## src/rtl/dual_port_register_file_8x4.sv

```systemverilog
// 8-entry x 4-bit register file: one synchronous write port, two combinational read ports.
// Define REGFILE_WR_BYPASS_EN to forward same-cycle write data to matching read ports.
module dual_port_register_file_8x4 #(
   parameter int DATA_WIDTH = 4,
   parameter int ADDR_WIDTH = 3,
   parameter int DEPTH      = 8
) (
   input  logic                  clk,
   input  logic                  rst,
   input  logic                  wr_en,
   input  logic [ADDR_WIDTH-1:0] wr_addr,
   input  logic [DATA_WIDTH-1:0] wr_data,
   input  logic [ADDR_WIDTH-1:0] rd_addr_a,
   input  logic [ADDR_WIDTH-1:0] rd_addr_b,
   output logic [DATA_WIDTH-1:0] rd_data_a,
   output logic [DATA_WIDTH-1:0] rd_data_b
);

   logic [DATA_WIDTH-1:0] mem_r [DEPTH];
   logic                  bypass_a_s;
   logic                  bypass_b_s;

   // Storage update: reset clears every entry and wins over a concurrent write.
   always_ff @(posedge clk) begin
      if (rst) begin
         for (int i = 0; i < DEPTH; i++) begin
            mem_r[i] <= '0;
         end
      end else if (wr_en) begin
         mem_r[wr_addr] <= wr_data;
      end
   end

`ifdef REGFILE_WR_BYPASS_EN
   // A write in flight is visible on a matching read port before the edge.
   assign bypass_a_s = wr_en && !rst && (rd_addr_a == wr_addr);
   assign bypass_b_s = wr_en && !rst && (rd_addr_b == wr_addr);
`else
   assign bypass_a_s = 1'b0;
   assign bypass_b_s = 1'b0;
`endif

   // Zero-latency read muxes, one per port.
   always_comb begin
      if (bypass_a_s) begin
         rd_data_a = wr_data;
      end else begin
         rd_data_a = mem_r[rd_addr_a];
      end
      if (bypass_b_s) begin
         rd_data_b = wr_data;
      end else begin
         rd_data_b = mem_r[rd_addr_b];
      end
   end

endmodule

```

## config.mk

```make
export PLATFORM = sky130hd
export DESIGN_NAME = dual_port_register_file_8x4
export DESIGN_NICKNAME = d
export VERILOG_FILES = /design/src/rtl/dual_port_register_file_8x4.sv
export SDC_FILE = /design/constraint.sdc
export NUM_CORES = 1
export LEC_CHECK = 0
export CAP_MARGIN = 20
export CORE_MARGIN = 5
export CORE_UTILIZATION = 58
export DETAILED_ROUTE_END_ITERATION = 10
export PLACE_DENSITY = 0.87
export SLEW_MARGIN = 20
export SYNTH_ARGS = -nofsm -noshare
export SYNTH_HDL_FRONTEND = slang
export SYNTH_SLANG_ARGS = --single-unit
```

## constraint.sdc

```tcl
create_clock -name clk -period 4.7 [get_ports clk]
set_clock_uncertainty 0.2 [all_clocks]
set_input_delay 1.41 -clock clk [delete_from_list [all_inputs] [get_ports clk]]
set_output_delay 1.41 -clock clk [all_outputs]
set_load 0.03 [all_outputs]
```

==> reports/summary.md <==
The number of flip-flops under the largest register name is 32, and the area inside the core boundary is 3030 um^2. The run gives 0 as the initial antenna violation count. 24 I/O pins were placed. At the worst endpoint, the required time is 3090 ps. HPWL after detailed placement: 2790 um. STA classifies the critical path endpoint as an output port.

Library cell used as clock root buffer: sky130_fd_sc_hd__clkbuf_4. The number of instances on the worst hold path works out to 3. The design draws 0.000604 W.

The vias after detailed routing is 1,140. The number of global-route vias before repair is 1,175. The maximum count of clock buffers along a single path is 2.

Power spread over the standard cell area amounts to 292 nW/um^2. The run gives 0.683 as the share of the core filled with cells. The global-route usage over all layers came out at 0.200.

The highest ir drop seen on vdd came out at 155 uV. Global routing finished with a remaining overflow of 0. The largest registers in the layout are mem_r (32). The worst slew margin relative to its limit came out at 0.532. DRC violations left: 0. For the first-pass GRT wire length, the log shows 6220 um.

The post-synthesis area per instance was 15.4 um^2. The worst setup path is launched from a primary input. The die covers 4330 um^2. The die is 65.8 um tall. Static timing analysis puts the maximum clock frequency at 213 MHz. For the worst setup path, the data arrival time is 3080 ps. The antenna violation net count after detailed routing is 0, and the H-tree depth is 2. The congestion estimate from routability-driven global placement came to 0.795. The run gives 3720 um as the aggregate routed wire length. The worst path needs 4690 ps of the cycle, external delays included. The number of hold-repair buffers added at the cts stage was 0; the final antenna diode count was 0.

The final hold violation count is 0. The tools report the clock sink count as 32. Start-to-end type of the worst setup path: in -> out. In this run, the number of DRC markers left after iteration 0 of detailed routing was 70. The flow ran to the end, and the final reports show no timing, DRC or antenna violations. The number of max-slew violations in the final report is 0, and the floorplan row count is 20. The initial cell density of the core is 0.596. The clock buffer count from CTS is 5.

The cell count after synthesis is 117. For this run, the detailed router's first-pass iteration total came to 4. More flip-flops sit in one register than any other, and that register is mem_r. The tool flagged a number of max-cap violations equal to 0. For this run, the post-layout net count is 155.

Entering global routing, the biggest net connects 21 pins. Synthesis warning total: 0. The synthesized netlist contains 15 unique library cells.

Input and output buffers added on the ports amount to 23. Counting every net in the synthesized netlist gives 133. The share of the cycle needed by the critical path after routing is 0.997, and the width of the chip is 65.8 um. The synthesized netlist occupies a cell area of 1800 um^2. TritonCTS built the clock tree. Setup violations remaining at the end of the flow were counted as 0. The layout has 220 filler cells. The area growth from synthesis to final layout works out to 14.6%. The vias per cell was 6.20.

The sequential fraction of the synthesis area was 0.533. Type of the tightest min-delay check: in -> reg. After synthesis the netlist holds a flip-flop and latch count of 32. In this run the worst path has a maximum fanout of 8. In the final routed layout, each cell accounts on average for 20.2 um. The share of final-layout standard cells stronger than drive strength 1 is 0.250, and the transition time at the pin with the least slew margin is 700 ps. The analysis attributes to cell leakage a power of 0.682 nW. Setup repair after global routing could not meet its margin everywhere. After clock tree synthesis, the clock-pin slew on the worst setup and hold paths is 90 ps.
==> layout by cell type, fill, tap and decap left out <==
| cell type | synthesis | routed |
|---|---|---|
| sky130_fd_sc_hd__nand2b_1 | 2 | 2 |
| sky130_fd_sc_hd__o21bai_1 | 8 | 8 |
| sky130_fd_sc_hd__mux2_2 | 8 | 8 |
| sky130_fd_sc_hd__dlymetal6s2s_1 | 0 | 1 |
| sky130_fd_sc_hd__nand3b_1 | 1 | 1 |
| sky130_fd_sc_hd__clkinv_2 | 0 | 2 |
| sky130_fd_sc_hd__or2_2 | 1 | 1 |
| sky130_fd_sc_hd__clkdlybuf4s50_1 | 0 | 14 |
| sky130_fd_sc_hd__mux4_1 | 16 | 9 |
| sky130_fd_sc_hd__buf_12 | 0 | 2 |
| sky130_fd_sc_hd__nor3_1 | 32 | 32 |
| sky130_fd_sc_hd__buf_4 | 0 | 1 |
| sky130_fd_sc_hd__buf_2 | 2 | 7 |
| sky130_fd_sc_hd__mux4_2 | 0 | 7 |
| sky130_fd_sc_hd__or3b_2 | 1 | 1 |
| sky130_fd_sc_hd__clkinv_1 | 4 | 5 |
| sky130_fd_sc_hd__nand2_1 | 1 | 1 |
| sky130_fd_sc_hd__edfxtp_1 | 32 | 32 |
| sky130_fd_sc_hd__clkbuf_4 | 0 | 6 |
==> cell families after synthesis <==
logic type,count (synthesis),share of synthesized area
AND/OR/NAND/NOR,38,0.110
AO/OA/AOI/OAI,8,0.0333
buffers and inverters,15,0.0409
flip-flops,32,0.533
multiplexers,24,0.283
==> cells in the mapped netlist, drive strengths merged <==
cell type	count	area share
nand2b	2	0.0069
clkbuf	5	0.010
o21bai	8	0.033
mux2	8	0.050
or3b	1	0.0049
or2	1	0.0035
clkinv	4	0.0083
nand3b	1	0.0042
mux4	16	0.23
edfxtp	32	0.53
nor3	32	0.089
nand2	1	0.0021
buf	6	0.022
==> routing by layer <==
layer / GRT usage / share of wire / vias up / routed length [um]
met5: 0 / 0 / - / 0
met4: 0.0777 / 0.018 / 0 / 67
li1: - / - / 524 / -
met1: 0.257 / 0.41 / 549 / 1510
met3: 0.0425 / 0.073 / 5 / 271
met2: 0.330 / 0.50 / 62 / 1870
==> power breakdown <==
group          leakage (nW)  switching (W)  internal (W)
clock                0.0324      0.0000876     0.0000547
sequential            0.307      0.0000102      0.000332
combinational         0.343      0.0000628     0.0000570
==> what timing repair did <==
item / in CTS / in global routing
resized for setup: 44 / 5
endpoints found under the hold margin: 0 / 0
buffers inserted: 0 / 0
setup endpoints to repair: 8 / 5
==> stage by stage <==
stage,cell area (um^2),hold WS (ps),setup slack (ps),TNS [ps],std cells
2_1_floorplan,1800,1520,687,0,117
3_3_place_gp,2080,2020,-402,-3140,176
3_5_place_dp,2080,2030,-445,-3290,176
4_1_cts,2070,1680,1.65,0,184
5_1_grt,2070,1690,-12.9,-28.5,184
6_report,2070,1700,12.2,0,184
==> layout make-up <==
cell class,count,area [um^2],share of cell area
flip-flops and latches,32,961,0.465
inverters,4,15.0,0.00726
well taps,44,55.1,0.0266
clock inverters,3,13.8,0.00665
multi-input cells,70,743,0.359
clock buffers,5,37.5,0.0181
repair buffers,26,243,0.117
==> worst max-delay path: stages <==
cell and delay [ps]:
sky130_fd_sc_hd__clkdlybuf4s50_1 510, sky130_fd_sc_hd__buf_12 140, sky130_fd_sc_hd__mux4_1 550, sky130_fd_sc_hd__mux2_2 280
sky130_fd_sc_hd__buf_2 180
==> path summary, 6_finish.rpt <==
| path | slack (ps) | to | startpoint |
|---|---|---|---|
| min | 1700 | mem_r[5][1] | wr_data[1] |
| max | 10 | rd_data_b[0] | rd_addr_b[0] |
Power figures use the tool's default switching activity.
